<file path="config.mk">
export PLATFORM = sky130hd
export DESIGN_NAME = sap_register_bank
export DESIGN_NICKNAME = d
export VERILOG_FILES = /design/src/rtl/sap_register_bank.sv
export SDC_FILE = /design/constraint.sdc
export NUM_CORES = 1
export LEC_CHECK = 0
export CAP_MARGIN = 20
export CORE_ASPECT_RATIO = 1.4
export CORE_MARGIN = 1.5
export CORE_UTILIZATION = 30
export DETAILED_ROUTE_END_ITERATION = 10
export MAX_ROUTING_LAYER = met4
export SETUP_SLACK_MARGIN = 0.5
export SYNTH_ARGS = -nofsm -noshare
export SYNTH_HDL_FRONTEND = slang
export SYNTH_SLANG_ARGS = --single-unit
</file>
<file path="constraint.sdc">
create_clock -name clk -period 4 [get_ports clk]
set_clock_uncertainty 0.1 [all_clocks]
set_input_delay 0.8 -clock clk [delete_from_list [all_inputs] [get_ports clk]]
set_output_delay 0.8 -clock clk [all_outputs]
set_load 0.05 [all_outputs]
</file>
<file path="src/rtl/sap_register_bank.sv">
// SAP datapath register bank: NUM_REGS general registers plus MAR, IR and a counting PC
// behind one select/load/oe interface, with a registered read port and error pulses.
module sap_register_bank #(
    parameter int DATA_W   = 8,
    parameter int ADDR_W   = 4,
    parameter int NUM_REGS = 4,
    parameter int SEL_W    = 4
) (
    input  logic                     clk,
    input  logic                     rst,
    input  logic [SEL_W-1:0]         sel,
    input  logic                     load,
    input  logic                     oe,
    input  logic                     pc_inc,
    input  logic                     ir_clr,
    input  logic [DATA_W-1:0]        bus_in,
    output logic [DATA_W-1:0]        bus_out,
    output logic [DATA_W-ADDR_W-1:0] opcode,
    output logic [ADDR_W-1:0]        mar_addr,
    output logic [ADDR_W-1:0]        pc,
    output logic                     pc_wrap,
    output logic                     sel_err
);

    localparam logic [SEL_W-1:0] MAR_SEL   = SEL_W'(NUM_REGS);
    localparam logic [SEL_W-1:0] IR_SEL    = SEL_W'(NUM_REGS + 1);
    localparam logic [SEL_W-1:0] PC_SEL    = SEL_W'(NUM_REGS + 2);
    // One bit wider so the bound still fits when 2^SEL_W == NUM_REGS + 3.
    localparam logic [SEL_W:0]   SEL_LIMIT = (SEL_W + 1)'(NUM_REGS + 3);
    localparam int               PAD_W     = DATA_W - ADDR_W;

    logic [DATA_W-1:0] gpr_q [NUM_REGS];
    logic [DATA_W-1:0] gpr_d [NUM_REGS];
    logic [ADDR_W-1:0] mar_q, mar_d;
    logic [DATA_W-1:0] ir_q, ir_d;
    logic [ADDR_W-1:0] pc_q, pc_d;
    logic [DATA_W-1:0] bus_out_q, bus_out_d;
    logic              pc_wrap_q, pc_wrap_d;
    logic              sel_err_q, sel_err_d;

    logic              sel_valid;
    logic              pc_load;
    logic [DATA_W-1:0] rd_data;

    assign sel_valid = {1'b0, sel} < SEL_LIMIT;
    assign pc_load   = load && (sel == PC_SEL);

    always_comb begin
        rd_data = '0;
        for (int i = 0; i < NUM_REGS; i++) begin
            if (sel == SEL_W'(i)) begin
                rd_data = gpr_q[i];
            end
        end
        if (sel == MAR_SEL) begin
            rd_data = {{PAD_W{1'b0}}, mar_q};
        end
        if (sel == IR_SEL) begin
            rd_data = {{PAD_W{1'b0}}, ir_q[ADDR_W-1:0]};
        end
        if (sel == PC_SEL) begin
            rd_data = {{PAD_W{1'b0}}, pc_q};
        end
    end

    always_comb begin
        for (int i = 0; i < NUM_REGS; i++) begin
            gpr_d[i] = gpr_q[i];
            if (load && (sel == SEL_W'(i))) begin
                gpr_d[i] = bus_in;
            end
        end

        mar_d = mar_q;
        if (load && (sel == MAR_SEL)) begin
            mar_d = bus_in[ADDR_W-1:0];
        end

        ir_d = ir_q;
        if (ir_clr) begin
            ir_d = '0;
        end else if (load && (sel == IR_SEL)) begin
            ir_d = bus_in;
        end

        pc_d      = pc_q;
        pc_wrap_d = 1'b0;
        if (pc_load) begin
            pc_d = bus_in[ADDR_W-1:0];
        end else if (pc_inc) begin
            pc_d      = pc_q + ADDR_W'(1);
            pc_wrap_d = (pc_q == '1);
        end

        bus_out_d = oe ? rd_data : '0;
        sel_err_d = (load || oe) && !sel_valid;
    end

    always_ff @(posedge clk or posedge rst) begin
        if (rst) begin
            for (int i = 0; i < NUM_REGS; i++) begin
                gpr_q[i] <= '0;
            end
            mar_q     <= '0;
            ir_q      <= '0;
            pc_q      <= '0;
            bus_out_q <= '0;
            pc_wrap_q <= 1'b0;
            sel_err_q <= 1'b0;
        end else begin
            for (int i = 0; i < NUM_REGS; i++) begin
                gpr_q[i] <= gpr_d[i];
            end
            mar_q     <= mar_d;
            ir_q      <= ir_d;
            pc_q      <= pc_d;
            bus_out_q <= bus_out_d;
            pc_wrap_q <= pc_wrap_d;
            sel_err_q <= sel_err_d;
        end
    end

    assign bus_out  = bus_out_q;
    assign opcode   = ir_q[DATA_W-1:ADDR_W];
    assign mar_addr = mar_q;
    assign pc       = pc_q;
    assign pc_wrap  = pc_wrap_q;
    assign sel_err  = sel_err_q;

endmodule
</file>
# Yosys cells after proc, flatten, opt, wreduce, memory -nomap -nowiden
# Cells that the tools add are included.
op_classes:
  add_sub_neg: 1
  mul: 0
  div: 0
  magnitude_cmp: 1
  eq_ne: 7
  shifts: 0
  n_mux: 14
  bitwise_logic: 0
  n_reduce_logical: 13
op_table:
  columns: ["op", "n"]
  rows:
  - ["8-bit 2-to-1 mux", 10]
  - ["4-bit by 3-bit == test with 1-bit output, second input constant", 3]
  - ["4-bit by 2-bit == test with 1-bit output, second input constant", 2]
  - ["1-bit logical AND", 8]
  - ["4-bit 2-to-1 mux", 2]
  - ["4-bit by 1-bit adder with 4-bit output, second input constant", 1]
  - ["4-bit by 1-bit == test with 1-bit output, second input constant", 1]
  - ["4-bit == test, second input constant", 1]
  - ["4-bit logical NOT", 1]
  - ["4-bit by 3-bit less-than comparator with 1-bit output, second input constant", 1]
  - ["2-bit nonzero test", 2]
  - ["1-bit 2-to-1 mux", 2]
  - ["1-bit logical NOT", 1]
  - ["1-bit logical OR", 1]
word_totals:
  regBits: 58
  latchBits: 0
  mem_bits_rw: 0
  romBits: 0
  in_bits: 18
  output_inout_bits: 22
  wordCells: 46
  n_memories: 0

# Longest topological paths before layout
logic_depth:
  ltp_word: 9
  ltp_mapped: 7
  mapped_depth_nobuf: 4

# Least setup slack after synthesis
# Ideal clock, no wire load.
synth_timing:
  path_kind: "input port to flip-flop"
  startpoint: "input port sel[3]"
  endpoint: "register gpr_q[0] (netlist name)"
  setup_time_ns: 0.125
  t_arrival_ns: 1.779
  t_required_ns: 3.775
  slack_ns: 1.996
  stages: 5
  path_buffers: 2
  cell_sequence: "buf_2 -> nor2_2 -> and4_1 -> buf_2 -> mux2_2"
synth_between:
  elab_chain_len: 2
synth_lines:
  columns: ["item", "line", "text"]
  rows:
  - ["start, declared", "11", "input logic [SEL_W-1:0] sel,"]
  - ["4-bit by 2-bit == test with 1-bit output", "69", "if (load && (sel == SEL_W'(i))) begin"]
  - ["1-bit logical AND", "69", null]
  - ["end signal, assigned by index", "112", "gpr_q[i] <= gpr_d[i];"]
  - ["end, declared", "32", "logic [DATA_W-1:0] gpr_q [NUM_REGS];"]
# No other way between the ends.
# A chain may end at the register's enable or synchronous reset.

# Worst setup path in the final report
layout_timing:
  startpoint: "input port sel[0]"
  endpoint: "register pc_q[0] (netlist: pc[0])"
layout_between:
  elab_chain_len: 3
  elab_cells_between_ends: 4
  cone_classes: "1 x eq/ne; 1 x mux; 2 x reduce/logical"
layout_lines:
  columns: ["item", "line", "text"]
  rows:
  - ["4-bit by 3-bit == test with 1-bit output *", "46", "assign pc_load = load && (sel == PC_SEL);"]
  - ["1-bit logical AND *", "46", null]
  - ["4-bit 2-to-1 mux or 2-bit nonzero test (tied branches)", null, null]
  - ["end signal, assigned", "116", "pc_q <= pc_d;"]
  - ["end, declared", "36", "logic [ADDR_W-1:0] pc_q, pc_d;"]
# Mark *: on every way between the ends. The rest lies on a longest branch, timed or not.

==> metrics.md <==
| Metric | Value |
|---|---|
| Top post-synthesis cells by area | dfrtp_1 52%, mux2_2 13%, o21ai_0 3.6%, mux2i_1 3.2%, mux4_2 3.2% |
| Adder-cell share of the synthesized area | 0.004456 |
| Total GRT Usage | 0.1317 |
| Post-layout util | 0.3920 |
| Starting DRT DRC Count | 99 |
| Core area | 9080 um2 |
| WS Path Type | primary input to flip-flop |
| Total grt overflow | 0 |
| Die Ht | 117.5 um |
| CP Max Fanout | 24 |
| Synth Area in Simple Gates | 0.1283 |
| Max_cap viols | 0 |
| CTS max path bufs | 2 |
| Final Instance Area | 3560 um2 |
| Number of fill cells in the layout | 870 |
| CTS tree | yes |
| H-tree depth | 3 |
| Main combinational cell family by area after synthesis | multiplexers |
| Top post-synthesis cells by count | 58 x dfrtp_1, 32 x mux2_2, 20 x o21ai_0, 17 x nand2_1, 17 x nor2_1 |
| Top-count cell post-synth | dfrtp_1 |
| Diodes inserted | 0 |
| First-pass GRT wire length | 9839 um |
| Post-Route WL | 5883 um |
| Dpl hpwl | 4188 um |
| F_max | 0.3709 GHz |
| Synth Instances | 238 |
| Peak supply drop | 217.6 uV |
| DIE AREA | 9956 um2 |
| Syn Std Cell Area | 2808 um2 |
| Power per cell area | 563.8 nW/um2 |
| Failing checks | design-rule violations |
| #FFs+latches synth | 58 |
| Reg clk slew, reported paths | 0.05 ns |
| IO Port Bufs | 39 |
| Initial antenna violation count | 0 |
| Initial Util | 0.3092 |
| Fin nets | 292 |
| Die X | 84.76 um |
| Setup WS pre-CTS | 0.9649 ns |
| Placed inst area | 3253 um2 |
| Critical Path Start Type | primary input |
| RSZ-0062 raised after global routing | false |
| Mux contribution to synthesized area | 0.2139 |
| Area grow syn2layout | 26.78% |
| Final setup fails | 0 |
| TritonCTS buffer count | 9 |
| Pleak | 1.538 nW |
| Gpl congestion | 0.7610 |
| Slew headroom | 0.4367 |
| Slowest stage delay, CP | 0.84 ns |
| Multi-input logic area | 1206 um2 |
| Final period util | 0.6741 |
| Sequential cell area | 1451 um2 |
| Root Buffer | clkbuf_16 |
| CP endpoint kind | flip-flop |
| XOR/XNOR share of the synthesized area | 0.009358 |
| Min Tclk post-route | 2.696 ns |
| Final Slew Violations | 0 |
| Yosys warnings | 0 |
| Vias in the first global route | 1927 |
| Top FF cell, synth | dfrtp_1 |
| Worst Tran Pin Value | 0.8423 ns |
| Synth Area in Compound Gates | 0.07353 |
| TritonCTS Sinks | 58 |
| Largest net degree at the start of global routing | 36 |
| Drt drc | 2 |
| Synth area leader | dfrtp_1 |
| Postcts setup bufs | 0 |
| Seq/Total Area, Yosys | 0.5169 |
| Post-synth ARST share | 1.000 |
| Clock Latency Late Sink | 0.33 ns |
| CP Buf/Inv Count | 1 |
| Router iterations before antenna repair | 9 |
| Post-route worst setup slack | 1.304 ns |
| Cell family with most CP delay | simple AND/OR/NAND/NOR gates |
| CP max stage cell | clkdlybuf4s50_1 |
| Outcome | finished with violations |
| Routed Antenna Nets | 0 |
| Row count | 41 |
| Via-to-Cell Ratio | 4.842 |
| Hold buffers post-CTS | 0 |
| Final Hold Vio Count | 0 |
| Layout cells sized above 1 | 0.2410 |
| Share of the synthesized area in the top cell type | 0.5169 |
| Type of the most critical hold path | flip-flop to flip-flop |
| Post-DR wirelength/cell | 15.28 um |
| TNS Setup | 0 ns |
| I/O Pins | 40 |
| Post-CTS Resized | 0 |
| Syn_nets | 257 |
| CP required | 4.08 ns |
| Worst-path cell chain | clkdlybuf4s50_1, nand2b_1, nor2_1, o21ai_0 |
| Synthesized area per cell | 11.80 um2 |
| EDFF count, synth | 0 |
| Unique cell type count in the Yosys netlist | 34 |
| Critical path arrival | 2.78 ns |
| Vias | 1864 |
## worst register-to-register path, cell delays in order, from the launching register on
cell and delay, ns:
dfrtp_1 0.38, mux4_2 0.47, and3_1 0.20
## power breakdown
group | internal (mW) | switching, mW | total (mW)
Combinational | 0.206 | 0.251 | 0.456
Clock | 0.514 | 0.256 | 0.769
Sequential | 0.701 | 0.0804 | 0.782
## cell families after synthesis
group | count (synthesis)
AND/OR/NAND/NOR | 61
flip-flops | 58
multiplexers | 49
AO/OA/AOI/OAI | 37
buffers and inverters | 29
XOR/XNOR | 3
adder cells (fa/ha/maj) | 1
## cell type report
class                      instances  area share
tap                              107     0.03761
clock buffer                      12     0.07206
timing repair buffer              44      0.1202
inverter                           9    0.009490
clock inverter                     4     0.01406
sequential                        58      0.4077
multi-input combinational        151      0.3388
## per-stage QoR
stage	std cells	hold slack, ns	power, mW
2_1_floorplan	238	0.3738	1.097
3_3_place_gp	369	0.3874	1.244
3_5_place_dp	369	0.3934	1.251
4_1_cts	385	0.4052	2.029
5_1_grt	385	0.4175	2.098
6_report	385	0.4030	2.007
## metal layers
| metal | part of all wire | vias up | GRT usage |
|---|---|---|---|
| met4 | 0.019 | 0 | 0.06762 |
| met1 | 0.44 | 927 | 0.1554 |
| li1 | - | 900 | - |
| met5 | 0 | - | - |
| met2 | 0.52 | 28 | 0.2090 |
| met3 | 0.023 | 9 | 0.03015 |
## final timing paths
| check | slack (ns) | end | cells past startpoint | startpoint |
|---|---|---|---|---|
| max reg2reg | 2.75 | bus_out[4] | 2 | gpr_q[4] |
| min | 0.40 | gpr_q[20] | 1 | gpr_q[20] |
| min in group asynchronous | 0.72 | ir_q[3] | 2 | rst |
| max | 1.30 | pc[0] | 4 | sel[0] |
| min reg2reg | 0.40 | gpr_q[20] | 1 | gpr_q[20] |
| max in group asynchronous | 2.26 | bus_out[7] | 3 | rst |
## sequential cells by signal, summed over array words and instances, names as in the netlist
register and flops:
ir_q 8, gpr_q 32, bus_out 8, pc_wrap 1
sel_err 1, mar_addr 4, pc 4
## cell usage in the layout, fill, tap and decap left out, types with 2 or more instances in the layout
cell and instances:
a21oi_1 4, o31a_1 4, dfrtp_1 58, nand2_1 17
mux2i_1 9, nand3b_1 5, nand4_1 2, buf_4 5
inv_1 8, clkbuf_8 2, nand2b_1 6, and3_1 4
clkdlybuf4s50_1 39, o21ai_1 4, mux2_4 4, mux4_2 4
o21ai_0 20, a31oi_1 5, nor2_1 17, xor2_1 2
clkbuf_16 9, clkinvlp_4 2, nor3b_1 2, mux2_2 32
(Power assumes the default switching activity.)
